## config.mk

```make
export PLATFORM = sky130hd
export DESIGN_NAME = onehot_encoder_12to4
export DESIGN_NICKNAME = d
export VERILOG_FILES = /design/src/rtl/onehot_pkg.sv /design/src/rtl/onehot_encoder_12to4_prio_enc.sv /design/src/rtl/onehot_encoder_12to4.sv
export SDC_FILE = /design/constraint.sdc
export NUM_CORES = 1
export LEC_CHECK = 0
export ABC_AREA = 1
export CORE_MARGIN = 5
export CORE_UTILIZATION = 45
export CTS_CLUSTER_DIAMETER = 100
export CTS_CLUSTER_SIZE = 24
export DETAILED_ROUTE_END_ITERATION = 8
export GPL_TIMING_DRIVEN = 0
export PLACE_DENSITY_LB_ADDON = 0.08
export SYNTH_ARGS = -nofsm -noshare
export SYNTH_HDL_FRONTEND = slang
export SYNTH_SLANG_ARGS = --single-unit
```

## constraint.sdc

```tcl
create_clock -name clk -period 5.3 [get_ports clk]
set_clock_uncertainty 0.1 [all_clocks]
set_input_delay 1.59 -clock clk [delete_from_list [all_inputs] [get_ports clk]]
set_output_delay 1.59 -clock clk [all_outputs]
set_load 0.05 [all_outputs]
```

## src/rtl/onehot_pkg.sv

```systemverilog
// Shared definitions for the one-hot decoder/encoder pair.
// Both ends take their widths and the all-zero code from here so they agree.
package onehot_pkg;

  localparam int unsigned ONEHOT_N_IN      = 12;
  localparam int unsigned ONEHOT_N_OUT     = 4;
  localparam int unsigned ONEHOT_ERR_CNT_W = 8;

  // Code reported when no input bit is set.
  localparam logic [ONEHOT_N_OUT-1:0] ONEHOT_ZERO_CODE = 4'hF;

  // True when exactly one bit of the word is set.
  function automatic logic onehot_legal(input logic [ONEHOT_N_IN-1:0] word);
    return ($countones(word) == 1);
  endfunction

endpackage

```

## src/rtl/onehot_encoder_12to4_prio_enc.sv

```systemverilog
// onehot_prio_enc: combinational lowest-set-bit encoder with legality detect.
// Ports:
//   onehot  in   N_IN   word to encode
//   code_c  out  N_OUT  index of lowest set bit, ZERO_CODE when none set
//   err_c   out  1      word is not exactly one-hot (zero or multi-bit)
// N_IN must match the package width because legality uses onehot_legal().
module onehot_prio_enc
  import onehot_pkg::*;
#(
  parameter int unsigned       N_IN      = ONEHOT_N_IN,
  parameter int unsigned       N_OUT     = ONEHOT_N_OUT,
  parameter logic [N_OUT-1:0]  ZERO_CODE = ONEHOT_ZERO_CODE
) (
  input  logic [N_IN-1:0]  onehot,
  output logic [N_OUT-1:0] code_c,
  output logic             err_c
);

  // Scan from the top down so the lowest set bit is the last write and wins.
  always_comb begin
    code_c = ZERO_CODE;
    for (int i = N_IN - 1; i >= 0; i--) begin
      if (onehot[i]) begin
        code_c = N_OUT'(i);
      end
    end
    err_c = !onehot_legal(onehot);
  end

endmodule

```

## src/rtl/onehot_encoder_12to4.sv

```systemverilog
// onehot_encoder_12to4: registered 12-bit one-hot to 4-bit binary encoder
// behind a valid/ready interface with a 2-entry skid buffer.
// Ports:
//   clk, rst   clock, synchronous active-high reset
//   in_valid   in   input word present
//   in_ready   out  registered; high while the skid register is empty
//   in_onehot  in   N_IN one-hot word
//   out_valid  out  output register holds a word
//   out_ready  in   consumer accepts
//   out_code   out  N_OUT binary index
//   out_err    out  word was not exactly one-hot
//   err_clr    in   clear the error counter (wins over an increment)
//   err_count  out  ERR_CNT_W saturating count of accepted illegal words
module onehot_encoder_12to4
  import onehot_pkg::*;
#(
  parameter int unsigned       N_IN      = ONEHOT_N_IN,
  parameter int unsigned       N_OUT     = ONEHOT_N_OUT,
  parameter logic [N_OUT-1:0]  ZERO_CODE = ONEHOT_ZERO_CODE,
  parameter int unsigned       ERR_CNT_W = ONEHOT_ERR_CNT_W
) (
  input  logic                 clk,
  input  logic                 rst,
  input  logic                 in_valid,
  output logic                 in_ready,
  input  logic [N_IN-1:0]      in_onehot,
  output logic                 out_valid,
  input  logic                 out_ready,
  output logic [N_OUT-1:0]     out_code,
  output logic                 out_err,
  input  logic                 err_clr,
  output logic [ERR_CNT_W-1:0] err_count
);

  logic [N_OUT-1:0]     enc_code;
  logic                 enc_err;
  logic                 in_xfer;

  logic                 skid_valid;
  logic [N_OUT-1:0]     skid_code;
  logic                 skid_err;

  logic                 out_valid_n;
  logic [N_OUT-1:0]     out_code_n;
  logic                 out_err_n;
  logic                 skid_valid_n;
  logic [N_OUT-1:0]     skid_code_n;
  logic                 skid_err_n;
  logic                 in_ready_n;
  logic [ERR_CNT_W-1:0] err_count_n;

  onehot_prio_enc #(
    .N_IN      (N_IN),
    .N_OUT     (N_OUT),
    .ZERO_CODE (ZERO_CODE)
  ) u_prio_enc (
    .onehot (in_onehot),
    .code_c (enc_code),
    .err_c  (enc_err)
  );

  assign in_xfer = in_valid && in_ready;

  // Next-state for the output/skid pair and the error counter.
  always_comb begin
    out_valid_n  = out_valid;
    out_code_n   = out_code;
    out_err_n    = out_err;
    skid_valid_n = skid_valid;
    skid_code_n  = skid_code;
    skid_err_n   = skid_err;
    err_count_n  = err_count;

    if (!out_valid || out_ready) begin
      // Output slot frees up this edge; skid (older) has precedence.
      // in_ready is low whenever the skid is full, so no input arrives then.
      if (skid_valid) begin
        out_valid_n  = 1'b1;
        out_code_n   = skid_code;
        out_err_n    = skid_err;
        skid_valid_n = 1'b0;
      end else if (in_xfer) begin
        out_valid_n = 1'b1;
        out_code_n  = enc_code;
        out_err_n   = enc_err;
      end else begin
        out_valid_n = 1'b0;
      end
    end else if (in_xfer) begin
      // Output held by a stalled consumer: park the new word.
      skid_valid_n = 1'b1;
      skid_code_n  = enc_code;
      skid_err_n   = enc_err;
    end

    if (err_clr) begin
      err_count_n = '0;
    end else if (in_xfer && enc_err && (err_count != '1)) begin
      err_count_n = err_count + ERR_CNT_W'(1);
    end

    in_ready_n = !skid_valid_n;
  end

  // State registers.
  always_ff @(posedge clk) begin
    if (rst) begin
      out_valid  <= 1'b0;
      out_code   <= '0;
      out_err    <= 1'b0;
      skid_valid <= 1'b0;
      skid_code  <= '0;
      skid_err   <= 1'b0;
      in_ready   <= 1'b1;
      err_count  <= '0;
    end else begin
      out_valid  <= out_valid_n;
      out_code   <= out_code_n;
      out_err    <= out_err_n;
      skid_valid <= skid_valid_n;
      skid_code  <= skid_code_n;
      skid_err   <= skid_err_n;
      in_ready   <= in_ready_n;
      err_count  <= err_count_n;
    end
  end

endmodule

```

==> metrics.yaml, run 1 <==
outcome:
  status: "finished, final reports clean"
clock_network:
  cts_buffer_depth: 2
  clock_latency_ns: 0.30
  numCtsBuffers: 3
  path_clk_slew_ns: 0.11
  clock_sinks: 21
  cts_tree: "built"
  cts_root_buffer: "clkbuf_4"
  htree_levels: 1
hold_path:
  hold_depth: 2
  holdPathEnd: "out_code[3]"
  hold_start: "out_code[3]"
  min_path_type: "flip-flop to flip-flop"
timing:
  final_max_slew_viol_count: 0
  worst_slew_margin_rel: 0.653
  hold_ws_ns: 0.379
  worst_slew_pin_slew_ns: 0.518
  max_freq_ghz: 0.196
  fin_ws_ns: 0.196
  period_needed_ns: 5.10
  hold_violations: 0
  rsz0062_at_grt: "no"
  finalCritPeriodShare: 0.963
  setup_viol: 0
  setup-tns-final_ns: 0
placement:
  port_buffers: 31
  dp_cells: 266
  placed_cell_area_sq_mm: 0.00181
  pre_cts_ws_ns: -0.429
  hpwl_um: 2540
  gp_congestion: 0.881
drt:
  drtIter0Drc: 44
  viasPerCell: 4.71
  wl_um: 3120
  wl_per_cell_um: 11.2
  dr.pass1.iters: 5
  drcViolationCount: 0
  vias: 1310
  ant_nets: 0
power_and_ir_drop:
  swShare: 0.376
  p_comb_frac: 0.509
  p_total_mw: 0.506
  internal-power_mw: 0.316
  leakagePower_nw: 0.938
  worst_ir_drop_vdd_uv: 172
  seq_power_share: 0.340
  p_per_area_mw_per_mm2: 265
  p_sw_mw: 0.190
  clockPowerShare: 0.151
layout:
  final_cells: 278
  antenna_cells: 0
  finish.instance_area_sq_mm: 0.00191
  fin_util: 0.625
  multiInputGateArea_sq_um: 866
  final_cell_mix: "inv_1, nand2_1, clkdlybuf4s50_1, dfxtp_1, a21oi_1"
  drive_gt1_frac: 0.0940
  fillerInstances: 292
  final_nets: 273
  layout_commonest_cell: "inv_1"
  register_area_sq_um: 420
  syn2layout_area_growth_pct: 32.4
yosys:
  syn_area_per_cell_sq_um: 7.55
  synth_cells: 191
  synth_cell_types: 22
  synth-seq-area-share: 0.291
  syn_nets: 229
  yosys_warnings: 0
  synth-seq-cells: 21
  syn-cell-area_sq_mm: 0.00144
floorplan:
  core_area_sq_mm: 0.00305
  die_w_um: 66.6
  io_pins: 32
  start_util: 0.473
  placementRows: 20
  die_y_um: 66.6
  dieArea_sq_mm: 0.00444
global_route:
  track_usage: 0.161
  antenna_found_initial: 0
  grt_first_pass_wirelength_um: 5580
  grt_max_degree: 12
  overflow: 0
  grt_pass1_vias: 1342
critical_path:
  reg2reg_slack_ns: 3.42
  crit_path_max_fanout: 5
  ff2ff_path_depth: 8
  r2r_end: "err_count[1]"
  cp-start-kind: "input pin"
  r2r-start: "err_count[0]"
  critPathArrivalTime_ns: 5.21
  required_ns: 5.41
  path_class: "input pin to flip-flop"
  crit_start: "in_onehot[2]"
  worst_setup_path_end_kind: "flip-flop"
flow_run:
  drv_cap: 0
## sequential cells by signal, indices dropped and copies added (netlist names)
| name | cells |
|---|---|
| in_ready | 1 |
| out_err | 1 |
| out_code | 4 |
| err_count | 8 |
| skid_valid | 1 |
| skid_err | 1 |
| out_valid | 1 |
| skid_code | 4 |
## per-layer routing
layer / routed length [um] / global-route usage / up-vias
li1: - / - / 687
met2: 1560 / 0.288 / 37
met5: 0 / 0 / -
met3: 176 / 0.0455 / 4
met1: 1360 / 0.193 / 582
met4: 30 / 0.0254 / 0
## worst max-delay path, cell delays in order
cell and delay, ns:
clkdlybuf4s15_1 0.20, ha_1 0.28, inv_1 0.04, fa_1 0.46, fa_1 0.50, inv_1 0.05
fa_1 0.44, ha_2 0.22, fa_1 0.48, a211oi_2 0.22, nand3_2 0.14, o311ai_4 0.12
buf_4 0.18, buf_6 0.10, inv_4 0.04, nor2_1 0.08, nor2_1 0.05
## kinds of logic after synthesis
family / count (synthesis) / synth area share
AOI/OAI and AO/OA: 33 / 0.134
xor gates and xnor gates: 6 / 0.0364
adders and majority gates: 21 / 0.219
buffers and inverters: 44 / 0.117
DFF: 21 / 0.291
and+or+nand+nor: 66 / 0.202
## cell type report
type,count,area share
tap,44,0.0288
timing repair buffer,38,0.191
inverter,44,0.0885
multi-input combinational,126,0.453
sequential,21,0.220
clock buffer,4,0.0138
timing repair inverter,1,0.00393
## how the worst max path moves through the flow
stage | end | slack, ns | cells after the start
3_3_place_gp | err_count[1] | -0.39 | 15
4_1_cts | err_count[4] | 0.003 | 15
2_1_floorplan | err_count[1] | 0.34 | 14
6_report | err_count[1] | 0.20 | 17
5_1_grt | err_count[0] | 0.03 | 16
3_5_place_dp | err_count[3] | -0.43 | 15
## Yosys cell counts
cell / n / area (sq um)
nand4_4: 1 / 21.3
nand2_1: 34 / 128
dfxtp_1: 21 / 420
nand4_1: 2 / 12.5
nor2_1: 17 / 63.8
ha_1: 14 / 175
nand3b_1: 1 / 7.51
clkinv_2: 1 / 5.00
nand2_2: 2 / 12.5
o31ai_1: 1 / 7.51
a21oi_1: 19 / 95.1
fa_1: 7 / 140
inv_4: 1 / 6.26
nor3_1: 1 / 5.00
nand3_1: 7 / 35.0
o311ai_4: 1 / 26.3
nor4_1: 1 / 6.26
xor2_1: 4 / 35.0
a211oi_1: 2 / 15.0
xnor2_1: 2 / 17.5
o21ai_0: 10 / 50.1
inv_1: 42 / 158
## power by group through the flow
| stage | clock network, mW | registers [mW] | logic, mW |
|---|---|---|---|
| floorplan | 0 | 0.196 | 0.123 |
| global placement | 0 | 0.175 | 0.196 |
| detailed placement | 0 | 0.175 | 0.204 |
| CTS | 0.0804 | 0.172 | 0.253 |
| global route | 0.0886 | 0.173 | 0.291 |
| finish | 0.0766 | 0.172 | 0.257 |
## timing repair
item,CTS,global route
pin swaps,5,13
gates cloned,1,0
buffers inserted,5,2
hold buffers,0,0
endpoints found under the setup margin,8,10
gates resized for setup,9,8
No activity file was read; power rests on OpenSTA's default activity.
==> run 2, diff against run 1 <==
Settings changed: CORE_MARGIN 5 to 8.
==> metrics.yaml, run 2 (synthesis results as in run 1) <==
critical_path:
  cp-start-kind: "input pin"
  critPathArrivalTime_ns: 5.25
  r2r-start: "err_count[0]"
  worst_setup_path_end_kind: "flip-flop"
  ff2ff_path_depth: 6
  required_ns: 5.45
  reg2reg_slack_ns: 3.48
  crit_path_max_fanout: 3
  crit_start: "in_onehot[0]"
  path_class: "input pin to flip-flop"
timing:
  max_freq_ghz: 0.196
  period_needed_ns: 5.10
  finalCritPeriodShare: 0.962
  rsz0062_at_grt: "no"
  hold_violations: 0
  setup_viol: 0
  worst_slew_margin_rel: 0.655
  worst_slew_pin_slew_ns: 0.516
  final_max_slew_viol_count: 0
  fin_ws_ns: 0.202
floorplan:
  die_w_um: 72.6
  start_util: 0.473
  core_area_sq_mm: 0.00305
  die_y_um: 72.6
  placementRows: 20
  io_pins: 32
  dieArea_sq_mm: 0.00527
drt:
  wl_per_cell_um: 11.8
  drtIter0Drc: 58
  viasPerCell: 4.74
  ant_nets: 0
  vias: 1307
  dr.pass1.iters: 4
  drcViolationCount: 0
  wl_um: 3250
power_and_ir_drop:
  p_per_area_mw_per_mm2: 264
  worst_ir_drop_vdd_uv: 161
  leakagePower_nw: 0.918
global_route:
  grt_first_pass_wirelength_um: 5800
  track_usage: 0.135
  antenna_found_initial: 0
  grt_max_degree: 13
  overflow: 0
  grt_pass1_vias: 1360
layout:
  largest_register: "err_count"
  layout_commonest_cell: "inv_1"
  final_cells: 276
  final_cell_mix: "inv_1, nand2_1, clkdlybuf4s50_1, dfxtp_1, a21oi_1"
  register_area_sq_um: 420
  reg_top3: "err_count: 8 flops, out_code: 4 flops, skid_code: 4 flops"
  fillerInstances: 304
  largest_reg_flops: 8
  antenna_cells: 0
  syn2layout_area_growth_pct: 31.4
  multiInputGateArea_sq_um: 872
  final_nets: 271
  drive_gt1_frac: 0.0905
hold_path:
  min_path_type: "flip-flop to flip-flop"
  hold_depth: 2
  hold_start: "out_code[0]"
clock_network:
  cts_tree: "built"
  clock_sinks: 21
  cts_buffer_depth: 2
  hold_buffers: 0
  clock_latency_ns: 0.31
  cts_root_buffer: "clkbuf_4"
  numCtsBuffers: 3
  path_clk_slew_ns: 0.12
  htree_levels: 1
placement:
  hpwl_um: 2580
  dp_cells: 266
  port_buffers: 31
  gp_congestion: 0.765
  pre_cts_ws_ns: -0.464
flow_run:
  drv_cap: 0
outcome:
  status: "finished, final reports clean"
[run 2: final timing paths]
check / to
worst max register to register: err_count[3]
worst min-delay path: out_code[0]
worst max-delay path: err_count[3]
worst min register to register: out_code[0]
[run 2: layer usage]
layer,vias up,share of wire,GRT usage
met5,-,0,0
met4,0,0.011,0.0356
met3,4,0.070,0.0481
met2,26,0.50,0.249
met1,593,0.42,0.141
li1,684,-,-
[run 2: area by class of cell]
| cell class | instances | share of cell area |
|---|---|---|
| multi-input cells | 126 | 0.460 |
| flip-flops and latches | 21 | 0.222 |
| repair buffers | 36 | 0.182 |
| inverters | 44 | 0.0891 |
| well taps | 44 | 0.0290 |
| clock buffers | 3 | 0.0119 |
| repair inverters | 1 | 0.00396 |
| clock inverters | 1 | 0.00264 |
[run 2: worst max-delay path, cell delays in order]
cell	delay, ns
dlygate4sd2_1	0.26
ha_1	0.27
inv_1	0.05
fa_1	0.52
fa_1	0.52
inv_1	0.05
fa_1	0.50
ha_2	0.19
fa_2	0.44
a211oi_2	0.17
nand3_2	0.14
o311ai_4	0.12
buf_4	0.19
nand2_1	0.07
a21oi_2	0.15
[run 2: power breakdown]
part / internal, mW / switching [mW] / total (mW)
Sequential: 0.166 / 0.00628 / 0.172
Clock: 0.0282 / 0.0506 / 0.0788
Combinational: 0.112 / 0.137 / 0.250
Total: 0.306 / 0.194 / 0.500
[run 2: per-stage QoR]
step                      hold slack (ns)  setup TNS (ns)  power (mW)  area, sq um  utilization
final                               0.377               0       0.500         1900        0.621
after global routing                0.416               0       0.541         1900        0.621
after CTS                           0.377               0       0.507         1900        0.621
after detailed placement            0.359           -3.89       0.379         1810        0.592
after global placement              0.357           -3.34       0.371         1810        0.592
after floorplan                     0.394               0       0.319         1440            -
[run 2: what timing repair did]
| item | CTS | global route |
|---|---|---|
| resized for setup | 12 | 0 |
| cloned | 1 | 0 |
| pin swaps | 5 | 4 |
| setup endpoints to repair | 8 | 8 |
| setup buffers | 5 | 0 |
